File: src/rtl/atri_readout_sequencer.sv
// Readout micro-sequencer: fetches 18-bit instruction words from a
// synchronous ROM (1-cycle read latency), executes them and emits
// port-write strobes toward the readout control register bank.
//
// state  | meaning
// -------+---------------------------------------------------------------
// IDLE   | halted; PC parked at START_ADDR, waits for start_i
// FETCH  | ROM address (PC) stable, instruction word arrives next cycle
// EXEC   | decode rom_data_i, update PC / counter / stack, emit strobes
// WAITC  | stalled on a WAIT until the latched condition holds
module atri_readout_sequencer #(
    parameter logic [9:0] START_ADDR  = 10'h000,
    parameter int         STACK_DEPTH = 4
) (
    input  logic        clk,
    input  logic        rst,
    input  logic        start_i,
    output logic [9:0]  rom_addr_o,
    input  logic [17:0] rom_data_i,
    input  logic [7:0]  cond_i,
    output logic [5:0]  out_port_o,
    output logic [7:0]  out_data_o,
    output logic        out_wr_o,
    output logic        busy_o,
    output logic        done_o,
    output logic        error_o
);

    // One extra pointer bit so "full" (== STACK_DEPTH) is representable.
    localparam int IDX_W = $clog2(STACK_DEPTH);
    localparam int SP_W  = IDX_W + 1;

    localparam logic [3:0] OP_NOP  = 4'd0;
    localparam logic [3:0] OP_JUMP = 4'd1;
    localparam logic [3:0] OP_CALL = 4'd2;
    localparam logic [3:0] OP_RET  = 4'd3;
    localparam logic [3:0] OP_LDC  = 4'd4;
    localparam logic [3:0] OP_DJNZ = 4'd5;
    localparam logic [3:0] OP_OUT  = 4'd6;
    localparam logic [3:0] OP_WAIT = 4'd7;
    localparam logic [3:0] OP_END  = 4'd8;

    typedef enum logic [1:0] {
        ST_IDLE,
        ST_FETCH,
        ST_EXEC,
        ST_WAITC
    } state_t;

    state_t            state_q, state_d;
    logic [9:0]        pc_q, pc_d;
    logic [SP_W-1:0]   sp_q, sp_d;
    logic [13:0]       cnt_q, cnt_d;
    logic [2:0]        wait_sel_q, wait_sel_d;
    logic              wait_pol_q, wait_pol_d;
    logic [5:0]        out_port_q, out_port_d;
    logic [7:0]        out_data_q, out_data_d;
    logic              out_wr_q, out_wr_d;
    logic              done_q, done_d;
    logic              error_q, error_d;
    logic              push_en;
    logic              go_idle;
    logic [9:0]        stack_q [STACK_DEPTH];

    logic [3:0]        op;
    logic [13:0]       operand;
    logic [9:0]        op_addr;
    logic [9:0]        pc_inc;
    logic [13:0]       cnt_dec;
    logic [IDX_W-1:0]  push_idx;
    logic [IDX_W-1:0]  top_idx;
    logic              stack_full;
    logic              stack_empty;
    logic              cond_exec;
    logic              cond_wait;

    // Instruction field split and shared arithmetic.
    always_comb begin
        op          = rom_data_i[17:14];
        operand     = rom_data_i[13:0];
        op_addr     = rom_data_i[9:0];
        pc_inc      = pc_q + 10'd1;
        cnt_dec     = cnt_q - 14'd1;
        push_idx    = sp_q[IDX_W-1:0];
        top_idx     = sp_q[IDX_W-1:0] - IDX_W'(1);
        stack_full  = (sp_q == SP_W'(STACK_DEPTH));
        stack_empty = (sp_q == '0);
        // EXEC evaluates the condition straight from the instruction word;
        // WAITC uses the copy latched during EXEC.
        cond_exec   = (cond_i[rom_data_i[2:0]] == rom_data_i[3]);
        cond_wait   = (cond_i[wait_sel_q] == wait_pol_q);
    end

    // Next-state, datapath update and strobe generation.
    always_comb begin
        state_d    = state_q;
        pc_d       = pc_q;
        sp_d       = sp_q;
        cnt_d      = cnt_q;
        wait_sel_d = wait_sel_q;
        wait_pol_d = wait_pol_q;
        out_port_d = out_port_q;
        out_data_d = out_data_q;
        out_wr_d   = 1'b0;
        done_d     = 1'b0;
        error_d    = 1'b0;
        push_en    = 1'b0;
        go_idle    = 1'b0;

        case (state_q)
            ST_IDLE: begin
                if (start_i) begin
                    pc_d    = START_ADDR;
                    state_d = ST_FETCH;
                end
            end

            ST_FETCH: begin
                state_d = ST_EXEC;
            end

            ST_EXEC: begin
                state_d = ST_FETCH;
                case (op)
                    OP_NOP: begin
                        pc_d = pc_inc;
                    end
                    OP_JUMP: begin
                        pc_d = op_addr;
                    end
                    OP_CALL: begin
                        if (stack_full) begin
                            error_d = 1'b1;
                            go_idle = 1'b1;
                        end else begin
                            push_en = 1'b1;
                            sp_d    = sp_q + SP_W'(1);
                            pc_d    = op_addr;
                        end
                    end
                    OP_RET: begin
                        if (stack_empty) begin
                            error_d = 1'b1;
                            go_idle = 1'b1;
                        end else begin
                            sp_d = sp_q - SP_W'(1);
                            pc_d = stack_q[top_idx];
                        end
                    end
                    OP_LDC: begin
                        cnt_d = operand;
                        pc_d  = pc_inc;
                    end
                    OP_DJNZ: begin
                        cnt_d = cnt_dec;
                        pc_d  = (cnt_dec != 14'd0) ? op_addr : pc_inc;
                    end
                    OP_OUT: begin
                        out_port_d = rom_data_i[13:8];
                        out_data_d = rom_data_i[7:0];
                        out_wr_d   = 1'b1;
                        pc_d       = pc_inc;
                    end
                    OP_WAIT: begin
                        wait_sel_d = rom_data_i[2:0];
                        wait_pol_d = rom_data_i[3];
                        if (cond_exec) begin
                            pc_d = pc_inc;
                        end else begin
                            state_d = ST_WAITC;
                        end
                    end
                    OP_END: begin
                        done_d  = 1'b1;
                        go_idle = 1'b1;
                    end
                    default: begin
                        error_d = 1'b1;
                        go_idle = 1'b1;
                    end
                endcase
            end

            ST_WAITC: begin
                if (cond_wait) begin
                    pc_d    = pc_inc;
                    state_d = ST_FETCH;
                end
            end

            default: begin
                go_idle = 1'b1;
            end
        endcase

        // Every return to IDLE re-parks the ROM address and empties the stack.
        if (go_idle) begin
            state_d = ST_IDLE;
            pc_d    = START_ADDR;
            sp_d    = '0;
        end
    end

    // State, PC, counter and output registers.
    always_ff @(posedge clk or posedge rst) begin
        if (rst) begin
            state_q    <= ST_IDLE;
            pc_q       <= START_ADDR;
            sp_q       <= '0;
            cnt_q      <= '0;
            wait_sel_q <= '0;
            wait_pol_q <= 1'b0;
            out_port_q <= '0;
            out_data_q <= '0;
            out_wr_q   <= 1'b0;
            done_q     <= 1'b0;
            error_q    <= 1'b0;
        end else begin
            state_q    <= state_d;
            pc_q       <= pc_d;
            sp_q       <= sp_d;
            cnt_q      <= cnt_d;
            wait_sel_q <= wait_sel_d;
            wait_pol_q <= wait_pol_d;
            out_port_q <= out_port_d;
            out_data_q <= out_data_d;
            out_wr_q   <= out_wr_d;
            done_q     <= done_d;
            error_q    <= error_d;
        end
    end

    // Return-address storage; validity is tracked by sp_q, so no reset.
    always_ff @(posedge clk) begin
        if (push_en) begin
            stack_q[push_idx] <= pc_inc;
        end
    end

    assign rom_addr_o = pc_q;
    assign out_port_o = out_port_q;
    assign out_data_o = out_data_q;
    assign out_wr_o   = out_wr_q;
    assign done_o     = done_q;
    assign error_o    = error_q;
    assign busy_o     = (state_q != ST_IDLE);

endmodule
File: config.mk
export PLATFORM = sky130hd
export DESIGN_NAME = atri_readout_sequencer
export DESIGN_NICKNAME = d
export VERILOG_FILES = /design/src/rtl/atri_readout_sequencer.sv
export SDC_FILE = /design/constraint.sdc
export NUM_CORES = 1
export LEC_CHECK = 0
export BUFFER_PORTS_ARGS = -buffer_cell sky130_fd_sc_hd__buf_2
export CAP_MARGIN = 15
export CORE_UTILIZATION = 64
export DETAILED_ROUTE_END_ITERATION = 6
export PLACE_DENSITY = 0.86
export RECOVER_POWER = 50
export SYNTH_ARGS = -nofsm -noshare
export SYNTH_HDL_FRONTEND = slang
export SYNTH_SLANG_ARGS = --single-unit
File: constraint.sdc
create_clock -name clk -period 8.8 [get_ports clk]
set_input_delay 0.44 -clock clk [delete_from_list [all_inputs] [get_ports clk]]
set_output_delay 0.44 -clock clk [all_outputs]
set_load 0.01 [all_outputs]
# Word level (Yosys, flattened, before mapping)
# Memory sizes are Yosys's and may differ from the RTL's.
# Cells that the tools add are included.
[totals] wordCells=99 memories=1 mem_bits_rw=40 inputBits=29 out_inout_bits=28 ff_bits=50
[mem_list] name="stack_q" depth=4 word_bits=10 read_ports=1 rd_ports_with_merged_regs=0 write_ports=1 line="63" source="logic [9:0] stack_q [STACK_DEPTH];"
[classes] mux=40 reduce_logical=18 n_addsub=5 eq_ne=22 magnitude_cmp=2
[op_table] cell="2-to-1 mux 10 bit" count=7
[op_table] cell="case mux 10 bit (6 select lines)" count=1
[op_table] cell="case mux 10 bit (3 select lines)" count=1
[op_table] cell="case mux 14 bit (2 select lines)" count=1
[op_table] cell="== test 4 x 3 -> 1 bit (second input constant)" count=4
[op_table] cell="2-to-1 mux 1 bit" count=15
[op_table] cell="nonzero test 14 bit" count=1
[op_table] cell="subtractor 14 x 1 -> 14 bit (second input constant)" count=1
[op_table] cell="2-to-1 mux 3 bit" count=4
[op_table] cell="inequality test 3 bit (second input constant)" count=4
[op_table] cell="inequality test 4 bit (second input constant)" count=3
[op_table] cell="adder 10 x 1 -> 10 bit (second input constant)" count=1
[op_table] cell="2-to-1 mux 2 bit" count=5
[op_table] cell="== test 4 x 2 -> 1 bit (second input constant)" count=2
[op_table] cell="< comparator 3 x 4 -> 1 bit (second input constant)" count=2
[op_table] cell="inequality test 8 x 4 -> 1 bit (second input constant)" count=1
[op_table] cell="case mux 2 bit (4 select lines)" count=1
[op_table] cell="AND reduction 2 bit" count=4
[op_table] cell="AND reduction 7 bit" count=1
[op_table] cell="OR reduction 7 bit" count=1
[op_table] cell="binary-select mux 1 bit (select 3 bit)" count=2
[op_table] cell="case mux 1 bit (3 select lines)" count=2
[op_table] cell="case mux 3 bit (2 select lines)" count=1
[op_table] cell="nonzero test 2 bit" count=3
[op_table] cell="17 further kinds" count=19

# Longest topological paths before layout
# Gate-level depths: netlist of run 1.
[logic_depth] ltp_word=7 depth_mapped=11 depth_no_buf=9

# Worst setup path before layout of run 1
# No wires, ideal clock.
[synth_path] path_kind="reg-to-reg" startpoint="register sp_q[0]" endpoint="register pc_q[2] (netlist: rom_addr_o[2])" setup_time_ns=0.141 n_path_buf=2 arrival_ns=2.630 path_stages_with_launch=11 slack_ns=6.029 period_less_slack_ns=2.771 required_time_ns=8.659 cell_sequence="dfrtp_1 buf_2 inv_1 ha_1 clkbuf_1 mux4_2 o21ai_0 a21oi_1 or2_2 a311oi_1 o221ai_1"
[synth_via] elab_chain_len=6 elab_cells_between_ends=20 cone_classes="1 x add/sub; 7 x eq/ne; 8 x mux; 3 x reduce/logical; 1 x memory"
[synth_lines] element="start: declaration" line="52" source="logic [SP_W-1:0] sp_q, sp_d;"
[synth_lines] element="start signal: assignment" line="221" source="sp_q <= sp_d;"
[synth_lines] element="subtractor 2 x 1 -> 2 bit (tied with other cells)" line="85" source="top_idx = sp_q[IDX_W-1:0] - IDX_W'(1);"
[synth_lines] element="memory read (4 x 10 bit) (tied with other cells)"
[synth_lines] element="2-to-1 mux 10 bit or case mux 1 bit (3 select lines) (tied branches)" line="142, 124"
[synth_lines] element="case mux 10 bit (6 select lines) or 2-to-1 mux 1 bit (tied branches)" line="124, 110"
[synth_lines] element="case mux 10 bit (3 select lines) (tied with other cells)" line="110" source="case (state_q)"
[synth_lines] element="2-to-1 mux 10 bit or AND reduction 7 bit (tied branches)"
[synth_lines] element="end signal: assignment" line="220" source="pc_q <= pc_d;"
[synth_lines] element="end: declaration" line="51" source="logic [9:0] pc_q, pc_d;"
# Parallel ways exist; a longest one is shown, timed or not. The select of a mux whose other input is x is not followed.
# A chain may end at the register's enable or synchronous reset.

# Worst setup path after layout of run 1
# Ends and elaborated chain as after synthesis.

==> results.md, run 1 <==
* CP required at 9.03 ns
* Worst-path fanout max at 13
* WL/cell at 20.0 um
* Fill count at 576
* Antenna diodes at 0
* Drt first pass iters at 5
* Worst r2r path cells at 8
* Setup slack after placement at 5.57 ns
* Yosys Warn Count at 0
* Sw Pwr at 0.600 mW
* PwrDens at 274 nW/um2
* RSZ-0062 raised after global routing: false
* Post-synth EDFFs at 40
* Sw Share at 38.9%
* Worst-case vdd ir drop at 151 uV
* Leak Pwr at 2.20 nW
* I/O Buffers at 56
* Hpwl dp at 9110 um
* Yosys reg bits at 90
* Reg-to-reg setup timing slack at 5.57 ns
* Routed Antenna Nets at 0
* Worst-Skew Late Latency at 0.37 ns
* Vias in the first global route at 4058
* Worst Setup EP: rom_addr_o[2]
* Via count at 4210
* Yosys cell types at 64
* First-pass GRT wire length at 20700 um
* Sequential share of power at 42.8%
* Worst Tran Pin Value at 2.05 ns
* Most frequent cells in the layout: 50 x dfrtp_1, 49 x o21ai_0, 40 x edfxtp_1
* Detailed-route DRC error count at 0
* Post-Synth XOR/XNOR Area at 2.55%
* Die height at 91.3 um
* Synth Area in Adders at 3.33%
* CTS tree: done
* Power share of the combinational group at 36.9%
* Vias per std cell at 6.68
* Core region area at 7730 um2
* Final period utilization at 36.7%
* Largest net degree at the start of global routing at 51
* Compound-Gate Fraction of Synth Area at 15.9%
* HP Class: input pin to async pin
* Min Tclk post-route at 3.23 ns
* Crit path DAT at 3.46 ns
* Share of cells above drive strength 1 at 16.7%
* Post-Syn Area at 5110 um2
* Max-Cap Viols at 1
* Worst flop-to-flop path endpoint: rom_addr_o[2]
* CP max stage delay at 0.80 ns
* Post-Route WL at 12600 um
* Failing checks: max-capacitance violations, max-slew violations
* CTS max path bufs at 2
* Clock sinks at 90
* Synth Net Count at 518
* Placed insts at 612
* Slew Limit Fails at 39
* Final worst slack at 5.57 ns
* Rel. slew slack at -37.0%
* Post-synthesis mux area share at 11.1%
* Cells after Synth at 476
* Setup bufs post-CTS at 0
* H-tree depth at 3
* Setup tns final at 0 ns
* Outcome: finished with violations
* Clk network pwr share at 20.3%
* Cell breakdown of the critical path: inv_1 > ha_1 > mux4_2 > o21ai_0 > a21oi_1 > or2_2 > a311oi_1 > o221ai_1
* Root buffer cell: clkbuf_8
* Slowest cell on the critical path: dfrtp_1
* Gr usage total at 32.4%
* Post-Layout Cell Count at 630
* Num CTS Buffers at 9
* Final GP Congestion at 0.933
* Pwr Total at 1.54 mW
* Int Power at 0.941 mW
* Main combinational cell family by area after synthesis: simple AND/OR/NAND/NOR gates
* CP startpoint: sp_q[0]
* Fmax at 310 MHz
* Starting Density at 66.1%
* Simple-gate share of the synthesized area at 16.2%
* Clk slew on worst S/H paths at 0.09 ns
* Ys flop type: dfrtp_1
* Die X-Extent at 91.3 um
* Iteration-0 DRC Markers at 514
* Clock skew at 0.0109 ns
* Endpoints failing setup at 0
* Async set-reset flop share out of synthesis at 55.6%
* Final hold vios at 0
* Synthesized area per cell at 10.7 um2
* Gr ovfl total at 0
* Register area share after synthesis at 48.0%
* CP startpoint kind: register
* Initial antenna violation count at 0
* FP Rows at 32
* CTS Hold Buffers Added at 0
* Die area at 8340 um2
* Worst R2R Start: sp_q[0]
* Area growth syn-to-layout at 10.2%
* IO Pins at 57
* Final #Nets at 565
* Crit. End Element: register
* Post-CTS sizing at 0
* Commonest non-fill, non-tap cell in the layout: dfrtp_1
* Crit path kind: register to register
[worst min path at each step]
| stage | startpoint | to | slack, ns | depth (start not counted) |
|---|---|---|---|---|
| 2_1_floorplan | wait_sel_q[2] | wait_sel_q[2] | 0.49 | 1 |
| 3_3_place_gp | out_port_o[2] | out_port_o[2] | 0.48 | 1 |
| 3_5_place_dp | out_port_o[4] | out_port_o[4] | 0.49 | 1 |
| 4_1_cts | rom_data_i[13] | out_port_o[5] | 0.30 | 2 |
| 5_1_grt | rst | wait_sel_q[1] | 0.12 | 2 |
| 6_report | rst | wait_sel_q[0] | 0.08 | 2 |
[stage by stage]
step           area (um2)  util (%)  hold slack [ns]
4_1_cts              5650      73.1            0.298
3_5_place_dp         5430      70.3            0.493
5_1_grt              5630      72.8            0.120
3_3_place_gp         5430      70.3            0.483
2_1_floorplan        5110         -            0.488
6_report             5630      72.8           0.0847
[cell type report]
class | count | area (um2) | area share [%]
clock buffers | 10 | 128 | 2.27
clock inverters | 6 | 91.3 | 1.62
inverters | 14 | 52.6 | 0.934
multi-input cells | 349 | 2510 | 44.6
flip-flops and latches | 90 | 2450 | 43.6
well taps | 102 | 128 | 2.27
repair buffers | 59 | 268 | 4.76
[power by group through the flow]
stage	registers, mW	clock network [mW]	logic, mW
after floorplan	0.633	0	0.413
after global placement	0.654	0	0.542
after detailed placement	0.664	0	0.565
after CTS	0.655	0.319	0.570
after global routing	0.673	0.332	0.621
final	0.659	0.314	0.569
[worst max-delay path, delay by kind of cell (launching register included)]
kind | cells | cell delay [ns]
AOI/OAI and AO/OA | 4 | 0.75
adders and majority gates | 1 | 0.62
buffers and inverters | 1 | 0.25
DFF | 1 | 0.80
muxes | 1 | 0.38
and+or+nand+nor | 1 | 0.29
[cell usage after synthesis, types with 7 or more instances]
| cell type | n | share of area [%] |
|---|---|---|
| ha_1 | 12 | 2.9 |
| mux4_2 | 12 | 5.3 |
| and2_1 | 9 | 1.1 |
| nand2_1 | 34 | 2.5 |
| edfxtp_1 | 40 | 24 |
| clkbuf_1 | 19 | 1.4 |
| mux2_2 | 19 | 4.2 |
| nand2b_1 | 11 | 1.3 |
| o21ai_0 | 49 | 4.8 |
| nor2b_1 | 10 | 1.2 |
| dfrtp_1 | 50 | 24 |
| nand3_1 | 15 | 1.5 |
| o21ai_1 | 9 | 0.88 |
| nor3_1 | 9 | 0.88 |
| xnor2_1 | 8 | 1.4 |
| inv_1 | 14 | 1.0 |
| nor2_1 | 26 | 1.9 |
| a21oi_1 | 26 | 2.5 |
| nand4_1 | 7 | 0.86 |
[cell families (layout without fill, tap and decap cells)]
| kind of cell | count (synthesis) | count (layout) |
|---|---|---|
| flip-flops | 90 | 90 |
| AO/OA/AOI/OAI | 133 | 133 |
| buffers and inverters | 37 | 89 |
| multiplexers | 36 | 36 |
| adder cells (fa/ha/maj) | 13 | 13 |
| AND/OR/NAND/NOR | 153 | 153 |
| XOR/XNOR | 14 | 14 |
[registers in the layout (all words and copies together) (netlist names)]
register / cells
state_q: 2
out_wr_o: 1
cnt_q: 14
out_data_o: 8
out_port_o: 6
sp_q: 3
rom_addr_o: 10
stack_q: 40
wait_sel_q: 3
wait_pol_q: 1
error_o: 1
done_o: 1
[routing by layer]
layer	up-vias	share of wire, %	track usage, %
li1	1880	-	-
met5	-	0	0
met3	44	8.3	6.62
met2	238	48	51.6
met1	2048	41	43.7
met4	0	2.8	13.6
No activity file was read; power rests on OpenSTA's default activity.
==> run 2: changes to the inputs <==
- CORE_UTILIZATION: 64 -> 53
- PLACE_DENSITY: 0.86 -> 0.76
- clock period: 8.8 -> 2.7 ns (I/O delays scaled with it)
==> run 2 against run 1 <==
Net effect:
- the run now ends clean
- fmax rose by 24%
- combinational power grew to 3.5 times the previous value
- worst setup slack got worse by 5.5 ns
- critical path type unchanged
- largest cell class unchanged
==> results.md, run 2 (synthesized netlist as in run 1, its figures left out) <==
* Outcome: completed
* Routed Antenna Nets at 0
* Final hold vios at 0
* Initial antenna violation count at 0
* Detailed-route DRC error count at 0
* Crit path kind: register to register
* Gr ovfl total at 0
* Root buffer cell: clkbuf_8
* Final #Nets at 589
* Slew Limit Fails at 0
* Antenna diodes at 0
* CTS tree: done
* Clock sinks at 90
* Largest reg by FF count: stack_q
* Setup slack after placement at 0.0887 ns
* Pwr Total at 5.02 mW
* Crit path DAT at 2.86 ns
* Worst Tran Pin Value at 1.11 ns
* Max-Cap Viols at 0
* Area growth syn-to-layout at 14.2%
* HP Class: input pin to register
* Worst R2R Start: cnt_q[1]
* Worst-Skew Late Latency at 0.37 ns
* Endpoints failing setup at 0
* Die X-Extent at 100 um
* Min Tclk post-route at 2.61 ns
* CTS max path bufs at 2
* Worst-case vdd ir drop at 547 uV
* First-pass GRT wire length at 20700 um
* CP startpoint kind: register
* Hpwl dp at 9150 um
* Vias per std cell at 6.06
* Clock skew at 0.0106 ns
* Hold Path Stages at 2
* Rel. slew slack at 25.8%
* Drt first pass iters at 5
* Die area at 10000 um2
* Worst flop-to-flop path endpoint: rom_addr_o[0]
* Setup bufs post-CTS at 0
* CP required at 2.95 ns
* Commonest non-fill, non-tap cell in the layout: dfrtp_1
* H-tree depth at 3
* Setup tns final at 0 ns
* PwrDens at 861 nW/um2
* Reg-to-reg setup timing slack at 0.09 ns
* I/O Buffers at 56
* Fill count at 840
* Num CTS Buffers at 9
* Share of cells above drive strength 1 at 20.5%
* Worst r2r path cells at 10
* RSZ-0062 raised after global routing: true
* Gr usage total at 27.2%
* Register area at 2450 um2
* Post-Route WL at 12500 um
* Die height at 100 um
* Final period utilization at 96.7%
* Clk slew on worst S/H paths at 0.09 ns
* Iteration-0 DRC Markers at 271
* Largest net degree at the start of global routing at 51
* Via count at 4127
* IO Pins at 57
* FP Rows at 35
* WL/cell at 18.4 um
* Worst-path fanout max at 11
* Fmax at 383 MHz
* Hold slack at 0.0120 ns
* Final GP Congestion at 0.951
* Leak Pwr at 2.31 nW
* Final worst slack at 0.0897 ns
* Vias in the first global route at 3970
* Starting Density at 55.0%
* Hold path startpoint: rom_data_i[12]
* Multi-input gate area at 2530 um2
* Hold endpoint: out_port_o[4]
* Max reg flops at 40
* Core region area at 9280 um2
* Most frequent cells in the layout: 50 x dfrtp_1, 49 x o21ai_0, 40 x edfxtp_1
* Crit. End Element: register
## run 2: how the worst max path moves through the flow
stage                   from            end  slack, ns  cells after the start
6_report            cnt_q[1]  rom_addr_o[0]       0.09                     10
5_1_grt             cnt_q[1]  rom_addr_o[0]      -0.05                     10
4_1_cts             cnt_q[1]  rom_addr_o[0]       0.07                     10
3_5_place_dp        cnt_q[1]  rom_addr_o[0]       0.09                     10
3_3_place_gp   wait_sel_q[0]  rom_addr_o[0]       0.22                      7
2_1_floorplan        sp_q[0]  rom_addr_o[2]       0.09                     10
## run 2: worst max-delay path: stages, from the launching register on
cell,delay [ns]
dfrtp_1,0.43
inv_1,0.12
ha_1,0.15
or4b_1,0.50
nor4_2,0.19
o2bb2ai_2,0.18
nand4_1,0.19
buf_4,0.22
o21a_1,0.17
a211oi_1,0.24
o21ai_1,0.11
## run 2: routing by layer
layer	track usage [%]	part of all wire [%]	routed length, um
met5	0	0	0
met4	9.36	2.0	256
met3	5.15	6.5	813
met2	42.7	46	5790
met1	38.1	45	5680
## run 2: through the flow
step,utilization [%],cell area (um2),cells
2_1_floorplan,-,5110,476
3_3_place_gp,60.7,5640,662
3_5_place_dp,60.7,5640,662
4_1_cts,62.9,5840,678
5_1_grt,62.8,5830,681
6_report,62.8,5830,681
## run 2: timing repair
item / in CTS / in global routing
gates resized for setup: 0 / 4
setup endpoints to repair: 0 / 6
hold endpoints to repair: 0 / 24
hold buffers: 0 / 2
## run 2: cell type report
class	instances	area share [%]
multi-input cells	349	43.3
flip-flops and latches	90	42.1
repair buffers	83	7.53
well taps	129	2.77
clock buffers	10	2.19
clock inverters	6	1.24
inverters	14	0.901
## run 2: power breakdown
group          switching [mW]  leakage, nW  internal [mW]
Sequential              0.339         1.02           1.75
Clock                   0.517       0.0975          0.438
Combinational            1.11         1.19          0.866
